### config.mk
export PLATFORM = sky130hd
export DESIGN_NAME = regfile_scoreboard
export DESIGN_NICKNAME = d
export VERILOG_FILES = /design/src/rtl/regfile_scoreboard_pkg.sv /design/src/rtl/regfile_scoreboard_pend_counter.sv /design/src/rtl/regfile_scoreboard.sv
export SDC_FILE = /design/constraint.sdc
export NUM_CORES = 1
export LEC_CHECK = 0
export CAP_MARGIN = 20
export CORE_MARGIN = 2
export CORE_UTILIZATION = 65
export DETAILED_ROUTE_END_ITERATION = 7
export DONT_BUFFER_PORTS = 1
export PLACE_DENSITY = 0.81
export SYNTH_ARGS = -nofsm -noshare
export SYNTH_HDL_FRONTEND = slang
export SYNTH_SLANG_ARGS = --single-unit
### constraint.sdc
create_clock -name clk -period 7 [get_ports clk]
set_input_delay 2.1 -clock clk [delete_from_list [all_inputs] [get_ports clk]]
set_output_delay 2.1 -clock clk [all_outputs]
set_load 0.02 [all_outputs]
### src/rtl/regfile_scoreboard_pkg.sv
// Shared register-index definitions for the register-file scoreboard.
package regfile_scoreboard_pkg;

  localparam int NUM_REGS = 32;

  typedef logic [4:0] reg_idx_t;

  localparam reg_idx_t REG_ZERO = 5'd0;
  localparam reg_idx_t REG_LINK = 5'd31;

  // r0 is hardwired to zero, so it never carries a hazard.
  function automatic logic is_tracked(input reg_idx_t r);
    return r != REG_ZERO;
  endfunction

endpackage

### src/rtl/regfile_scoreboard_pend_counter.sv
// Saturating up/down count of in-flight writes for one architectural register.
module sb_pend_counter #(
  parameter int CNT_W = 3
) (
  input  logic             clk,
  input  logic             rst_n,
  input  logic             inc,
  input  logic             dec,
  input  logic [CNT_W-1:0] max,
  output logic [CNT_W-1:0] count,
  output logic             nonzero,
  output logic             full,
  output logic             underflow
);

  logic up;
  logic down;

  assign nonzero   = count != '0;
  assign full      = count == max;
  assign underflow = dec & ~nonzero;

  // A decrement landing in the same cycle makes room, so a full counter may
  // still take an increment; the pair then cancels.
  assign down = dec & nonzero;
  assign up   = inc & (~full | down);

  always_ff @(posedge clk or negedge rst_n) begin
    if (!rst_n) begin
      count <= '0;
    end else begin
      case ({up, down})
        2'b10:   count <= count + CNT_W'(1);
        2'b01:   count <= count - CNT_W'(1);
        default: count <= count;
      endcase
    end
  end

endmodule

### src/rtl/regfile_scoreboard.sv
// RAW interlock for the 32-entry register file: counts writes in flight per
// register and holds issue while a source or a saturated destination is busy.
module regfile_scoreboard
  import regfile_scoreboard_pkg::*;
#(
  parameter int MAX_PEND = 3,
  parameter int CNT_W    = 3,
  parameter int STALL_W  = 16
) (
  input  logic               clk,
  input  logic               rst_n,
  input  logic               issue_valid,
  output logic               issue_ready,
  input  reg_idx_t           issue_rs,
  input  reg_idx_t           issue_rt,
  input  logic               issue_use_rt,
  input  logic               issue_wr,
  input  logic               issue_link,
  input  reg_idx_t           issue_rd,
  input  logic               wb_valid,
  input  reg_idx_t           wb_addr,
  output logic [31:0]        busy_mask,
  output logic [STALL_W-1:0] stall_cnt,
  output logic               wb_err
);

  localparam logic [CNT_W-1:0] MAX_C = CNT_W'(MAX_PEND);

  logic                          writes;
  reg_idx_t                      dst;
  logic                          accept;
  logic                          haz_rs;
  logic                          haz_rt;
  logic                          haz_dst;
  logic [NUM_REGS-1:1]           inc;
  logic [NUM_REGS-1:1]           dec;
  logic [NUM_REGS-1:1]           nonzero;
  logic [NUM_REGS-1:1]           full;
  logic [NUM_REGS-1:1]           underflow;
  logic [NUM_REGS-1:0]           busy_all;
  logic [NUM_REGS-1:0]           full_all;
  logic [CNT_W*(NUM_REGS-1)-1:0] cnt_unused;

  assign writes = issue_wr | issue_link;
  assign dst    = issue_link ? REG_LINK : issue_rd;

  // Bit 0 is tied low so r0 reads as never busy and never full.
  assign busy_all  = {nonzero, 1'b0};
  assign full_all  = {full, 1'b0};
  assign busy_mask = busy_all;

  // No writeback bypass: a retire frees its register from the next cycle on.
  assign haz_rs  = is_tracked(issue_rs) & busy_all[issue_rs];
  assign haz_rt  = issue_use_rt & is_tracked(issue_rt) & busy_all[issue_rt];
  assign haz_dst = writes & is_tracked(dst) & full_all[dst];

  assign issue_ready = ~(haz_rs | haz_rt | haz_dst);
  assign accept      = issue_valid & issue_ready;

  for (genvar i = 1; i < NUM_REGS; i++) begin : g_pend
    assign inc[i] = accept & writes & (dst == reg_idx_t'(i));
    assign dec[i] = wb_valid & (wb_addr == reg_idx_t'(i));

    sb_pend_counter #(
      .CNT_W(CNT_W)
    ) u_pend (
      .clk       (clk),
      .rst_n     (rst_n),
      .inc       (inc[i]),
      .dec       (dec[i]),
      .max       (MAX_C),
      .count     (cnt_unused[(i-1)*CNT_W +: CNT_W]),
      .nonzero   (nonzero[i]),
      .full      (full[i]),
      .underflow (underflow[i])
    );
  end

  always_ff @(posedge clk or negedge rst_n) begin
    if (!rst_n) begin
      stall_cnt <= '0;
    end else if (issue_valid && !issue_ready && !(&stall_cnt)) begin
      stall_cnt <= stall_cnt + STALL_W'(1);
    end
  end

  // Underflow is only raised for r1..r31, so a writeback to r0 never flags.
  always_ff @(posedge clk or negedge rst_n) begin
    if (!rst_n) begin
      wb_err <= 1'b0;
    end else if (|underflow) begin
      wb_err <= 1'b1;
    end
  end

endmodule
---- After elaboration in Yosys (flattened, before gate mapping) ----
Cells that the tools add are included.
word-level totals
  register bits ........................... 110
  input bits .............................. 27
  output and inout port bits .............. 50
  logic and storage cells ................. 621
operators by class
  add/sub/neg operators ................... 63
  magnitude comparators ................... 3
  eq/ne operators ......................... 155
  multiplexer cells ....................... 38
  bitwise gates (word level) .............. 259
  reduce and logical (&&, ||, !) cells .... 70
operator list
  cell                   count
  $pmux 3 s2             31
  $and 1x1->1            162
  $eq 5x5->1 const B     32
  $add 3x1->3 const B    31
  $eq 3x2->1 const B     31
  $reduce_bool 3->1      31
  $sub 3x1->3 const B    31
  $eq 5x4->1 const B     16
  $not 1->1              63
  $eq 2x1->1 const B     31
  $eq 2x2->1 const B     31
  $reduce_bool 2->1      31
  $eq 5x3->1 const B     8
  $or 1x1->1             34
  $reduce_or 31->1       1
  $eq 5x2->1 const B     4
  $lt 5x6->1 const B     3
  $add 16x1->16 const B  1
  $reduce_and 16->1      1
  $bmux 1 s5             3
  $reduce_bool 5->1      3
  $eq 5x1->1 const B     2
  $mux 5                 1
  $mux 1                 3
  2 further kinds        3

---- Longest topological paths before layout ----
  depth in word-level cells ............... 13
  mapped depth ............................ 18

---- Cells and area by module ----
A second synthesis with hierarchy kept.
unflattened totals
  cell total of the unflattened synthesis .. 1715
  area, all modules ....................... 14343.8 µm²
by module, submodules not included
  module              instances  cells each  area an instance (µm²)  seq. area each (µm²)
  sb_pend_counter     31         46          389.1                   75.1
  regfile_scoreboard  1          289         2280.9                  425.4

---- Worst setup path after synthesis ----
No wires, ideal clock.
  kind .................................... input to output
  from .................................... in issue_rt[0]
  to ...................................... out issue_ready
  arrival ................................. 4.035 ns
  path slack .............................. 0.865 ns
  stages .................................. 9
  cells stage by stage .................... buf_8 -> inv_1 -> mux4_2 -> a2111oi_2 -> a211oi_1 -> a2111oi_2 -> nand4_2 -> inv_2 -> buf_6
between the ends
  word-level cells in the longest chain between the ends .. 6
  elaborated cells between the ends (all ways) .. 8
RTL lines
  what                                                         line                                                    source
  start: declaration                                           regfile_scoreboard.sv:15                                input reg_idx_t issue_rt,
  $bmux 1 s5 or $reduce_bool 5->1 (tied branches)              regfile_scoreboard.sv:54, regfile_scoreboard_pkg.sv:13
  $mux 1 (not written as such) or $and 1x1->1 (tied branches)  regfile_scoreboard.sv:54                                assign haz_rt = issue_use_rt & is_tracked(issue_rt) & busy_all[issue_rt];
  $and 1x1->1 (*)                                              regfile_scoreboard.sv:54
  $or 1x1->1 (*) (2 in a row)                                  regfile_scoreboard.sv:57                                assign issue_ready = ~(haz_rs | haz_rt | haz_dst);
  $not 1->1 (*)                                                regfile_scoreboard.sv:57
  end: declaration                                             regfile_scoreboard.sv:13                                output logic issue_ready,
Every way passes the cells marked *; elsewhere a longest branch is shown, timed or not. The select of a mux whose other input is x is not followed.

---- Final worst setup path ----
Same ends and word-level chain as after synthesis.

==> impl_metrics.csv <==
group,metric,value,unit
synthesis,ys_seq_area_frac,0.3182,
critical_path,critPathTopFamily,"compound AO/OA/AOI/OAI gates",
floorplanning,ios,77,
critical_path,worstPathRequired,4.90,ns
synthesis,netlist_area,8650,µm²
clock_tree,cts_setup_buffers,0,
timing,tns,0,ns
clock_tree,cts.root.buffer_cell,"clkbuf_16",
timing,tightestPinTransition,0.8752,ns
pwr,p_leak,4.043,nW
floorplanning,die-height,119.4,µm
critical_path,reg2reg_slack,2.30,ns
critical_path,crit_type,"input pin to output port",
finish,syn2layout_area_growth,1.070,%
job,maxCapViolCount,0,
finish,layout-drive-gt1-share,0.06865,
floorplanning,die_width,119.4,µm
pwr,p_clk_frac,0.178,
synthesis,synth-seq-cells,110,
pwr,power.share.sequential,0.416,
timing,fin_skew,0.008413,ns
floorplanning,start_util,0.6584,
clock_tree,hold_buffers,0,
hold_path,hold_start,"g_pend[18].u_pend.count[2]$_DFFE_PN0P_",
drt,viasPerCell,6.354,
timing,max-slew-margin-rel,0.4159,
synthesis,synth_warnings,0,
drt,detailedRoute.firstIterationViolations,705,
clock_tree,cts_tree,"built",
critical_path,cp_num_buf_inv,2,
global_route,grt_usage,0.3117,
clock_tree,cts_buffers,9,
critical_path,path_common_cell,"a2111oi_2",
timing,fin_crit,6.261,ns
synthesis,synthesis.instances,916,
synthesis,syn_nets,1006,
place,globalplace.congestion,1.019,
finish,diodes,0,
timing,slew_viol_final,0,
drt,via_count,6672,
critical_path,rr_startpoint,"g_pend[20].u_pend.count[2]$_DFFE_PN0P_",
pwr,intPower,1.612,mW
critical_path,startpoint_type,"input pin",
hold_path,hold_class,"flop to flop",
timing,hold_viol,0,
hold_path,min_to,"g_pend[18].u_pend.count[2]$_DFFE_PN0P_",
critical_path,cp.arrival,4.16,ns
synthesis,synth_top_family_by_area,"simple AND/OR/NAND/NOR gates",
floorplanning,dieArea,14250,µm²
critical_path,rr_endpoint,"g_pend[19].u_pend.count[1]$_DFFE_PN0P_",
synthesis,synth_edf_count,0,
synthesis,yosys.area_share.adder,0.1180,
critical_path,cpPeakStageDelay,0.53,ns
floorplanning,fp.coreArea,13140,µm²
clock_tree,cts.sinks,110,
pwr,p_sw_frac,0.4355,
synthesis,async_flop_share,1.000,
timing,max_freq,159.7,MHz
drt,drc,0,
clock_tree,insertion_delay,0.37,ns
drt,drt-total-wl,21200,µm
drt,drtAntennaViolNets,0,
hold_path,holdPathStages,1,
finish,nFillCells,1050,
timing,finalCritPeriodShare,0.8944,
critical_path,worst_r2r_path_depth,12,
global_route,grt_max_degree,111,
synthesis,synthMuxAreaShare,0.07146,
finish,nets,959,
drt,dr.pass1.iters,8,
synthesis,synth-simple-area-share,0.1854,
pwr,peakVddDrop,0.0001705,V
timing,final-setup-viol-count,0,
synthesis,synth-xor-area-share,0.1073,
global_route,antenna_found_initial,0,
critical_path,crit_slowest_cell,"mux4_2",
clock_tree,postCtsResizedCells,0,
synthesis,synth_compound_area_frac,0.09432,
synthesis,avgSynthCellArea,9.443,µm²
critical_path,crit_path_end_kind,"output port",
finish,fin_util,0.6654,
clock_tree,clk_transition_reported_paths,0.08,ns
synthesis,ys_types,74,
global_route,grt_pass1_wl,34240,µm
clock_tree,htree_num_levels,3,
pwr,power.switching,1.243,mW
run_status,outcome,"complete, no violations",
pwr,p_comb_frac,0.406,
timing,rsz0062_at_grt,"false",
pwr,powerDensity,326.6,nW/µm²
place,port_buffers,0,
global_route,grt.overflow.total,0,
clock_tree,cts_max_path_buffers,2,
critical_path,path_max_fanout,11,
drt,wl_per_cell,20.19,µm
synthesis,synth-main-ff-cell,"dfrtp_1",
global_route,first_global_vias,6527,
place,dp_hpwl,16380,µm
floorplanning,rows,42,
critical_path,crit_path_cell_trace,"inv_1 -> mux4_2 -> a2111oi_2 -> a211oi_1 -> a2111oi_2 -> nand4_2 -> inv_2",
-- cell usage in the layout (no fill, tap or decap), types with 5 or more instances in the layout --
master	count
nand2b_1	11
nor3_1	65
xor2_1	74
a2111oi_0	6
ha_1	32
and3_2	5
xnor2_1	32
fa_1	31
o22ai_1	8
nand2_1	34
mux2i_1	33
o21ai_0	10
a211oi_1	7
or3_1	9
nand3_1	16
o211ai_2	9
clkbuf_16	9
nand3b_1	17
o2111ai_1	5
and3_1	13
nor4_1	9
nor2b_1	6
dfrtp_1	110
a21oi_1	9
o211ai_1	7
a22oi_1	5
o311ai_0	8
and2_1	5
nand4_1	8
nor2_1	82
inv_1	123
mux4_2	7
-- synthesized netlist by cell type (3+ instances only) --
master	n	share of area
a2111oi_0	6	0.0061
a211oi_1	7	0.0061
a21oi_1	9	0.0052
a22oi_1	5	0.0043
a311oi_1	3	0.0030
a31oi_1	3	0.0022
and2_1	5	0.0036
and3_1	13	0.0094
and3_2	5	0.0043
buf_4	32	0.028
buf_6	5	0.0065
clkbuf_1	17	0.0074
clkbuf_8	3	0.0048
dfrtp_1	110	0.32
fa_1	31	0.072
ha_1	32	0.046
inv_1	123	0.053
mux2i_1	33	0.038
mux4_2	7	0.018
nand2_1	34	0.015
nand2b_1	11	0.0080
nand3_1	16	0.0093
nand3b_1	17	0.015
nand4_1	8	0.0058
nand4b_1	3	0.0030
nor2_1	82	0.036
nor2b_1	6	0.0043
nor3_1	65	0.038
nor3b_1	3	0.0026
nor4_1	9	0.0065
o2111ai_1	5	0.0051
o211ai_1	7	0.0061
o211ai_2	9	0.013
o21ai_0	10	0.0058
o22ai_1	8	0.0058
o311ai_0	8	0.0081
or3_1	9	0.0065
or3_4	3	0.0039
xnor2_1	32	0.032
xor2_1	74	0.075
-- power by group through the flow --
stage	sequential (mW)	combinational (mW)	clock [mW]
3_3_place_gp	1.18	1.09	0
3_5_place_dp	1.19	1.15	0
2_1_floorplan	1.12	1.02	0
4_1_cts	1.18	1.16	0.518
6_report	1.19	1.16	0.509
5_1_grt	1.23	1.30	0.540
-- worst reg2reg max path, cell delays in order (launching register included) --
cell	delay, ns
dfrtp_1	0.41
or3_1	0.58
mux4_2	0.53
a2111oi_2	0.37
a211oi_1	0.10
a2111oi_2	0.35
nand4_2	0.28
nor3b_4	0.79
o311ai_0	0.30
ha_1	0.28
inv_1	0.07
fa_1	0.42
mux2i_1	0.15
-- kinds of logic (layout without fill, tap and decap cells) --
family | Yosys count | after routing
adders and majority gates | 63 | 63
DFF | 110 | 110
buffers and inverters | 185 | 143
xor gates and xnor gates | 106 | 106
other | 1 | 1
AOI/OAI and AO/OA | 101 | 101
muxes | 47 | 47
and+or+nand+nor | 303 | 303
-- how the worst max path moves through the flow --
| stage | from | endpoint | slack [ns] | depth (start not counted) |
|---|---|---|---|---|
| 2_1_floorplan | issue_rt[0] | issue_ready | 0.87 | 9 |
| 3_3_place_gp | issue_rt[0] | issue_ready | 0.80 | 7 |
| 3_5_place_dp | issue_rt[0] | issue_ready | 0.73 | 7 |
| 4_1_cts | issue_rt[0] | issue_ready | 0.73 | 7 |
| 5_1_grt | issue_rt[0] | issue_ready | 0.53 | 7 |
| 6_report | issue_rt[0] | issue_ready | 0.74 | 7 |
-- cell type report --
cell class	instances	area, µm²	area share
Inverter	124	465.4	0.05324
Clock inverter	7	65.06	0.007442
Clock buffer	9	225.2	0.02576
Multi-Input combinational cell	621	4991	0.5709
Timing Repair Buffer	3	22.52	0.002576
Sequential cell	110	2753	0.3149
Tap cell	176	220.2	0.02519
-- metrics by stage --
step | worst slack, ns | instances | total power [mW] | hold slack [ns] | area [µm²]
6_report | 0.7393 | 1050 | 2.855 | 0.4834 | 8742
2_1_floorplan | 0.8651 | 916 | 2.136 | 0.4479 | 8650
3_5_place_dp | 0.7316 | 1034 | 2.342 | 0.4735 | 8452
3_3_place_gp | 0.8045 | 1034 | 2.275 | 0.4663 | 8452
4_1_cts | 0.7276 | 1050 | 2.862 | 0.4872 | 8742
5_1_grt | 0.5331 | 1050 | 3.068 | 0.5027 | 8742
-- sequential cells by signal, indices dropped and copies added, names as in the netlist --
| signal | count |
|---|---|
| g_pend.u_pend.count | 93 |
| wb_err | 1 |
| stall_cnt | 16 |
-- metal layers --
layer	up-vias	share of wire	track usage
met4	0	0.051	0.1676
li1	3016	-	-
met1	3183	0.40	0.4029
met2	384	0.44	0.4695
met5	-	0	0
met3	89	0.11	0.09818
Power figures use the tool's default switching activity.
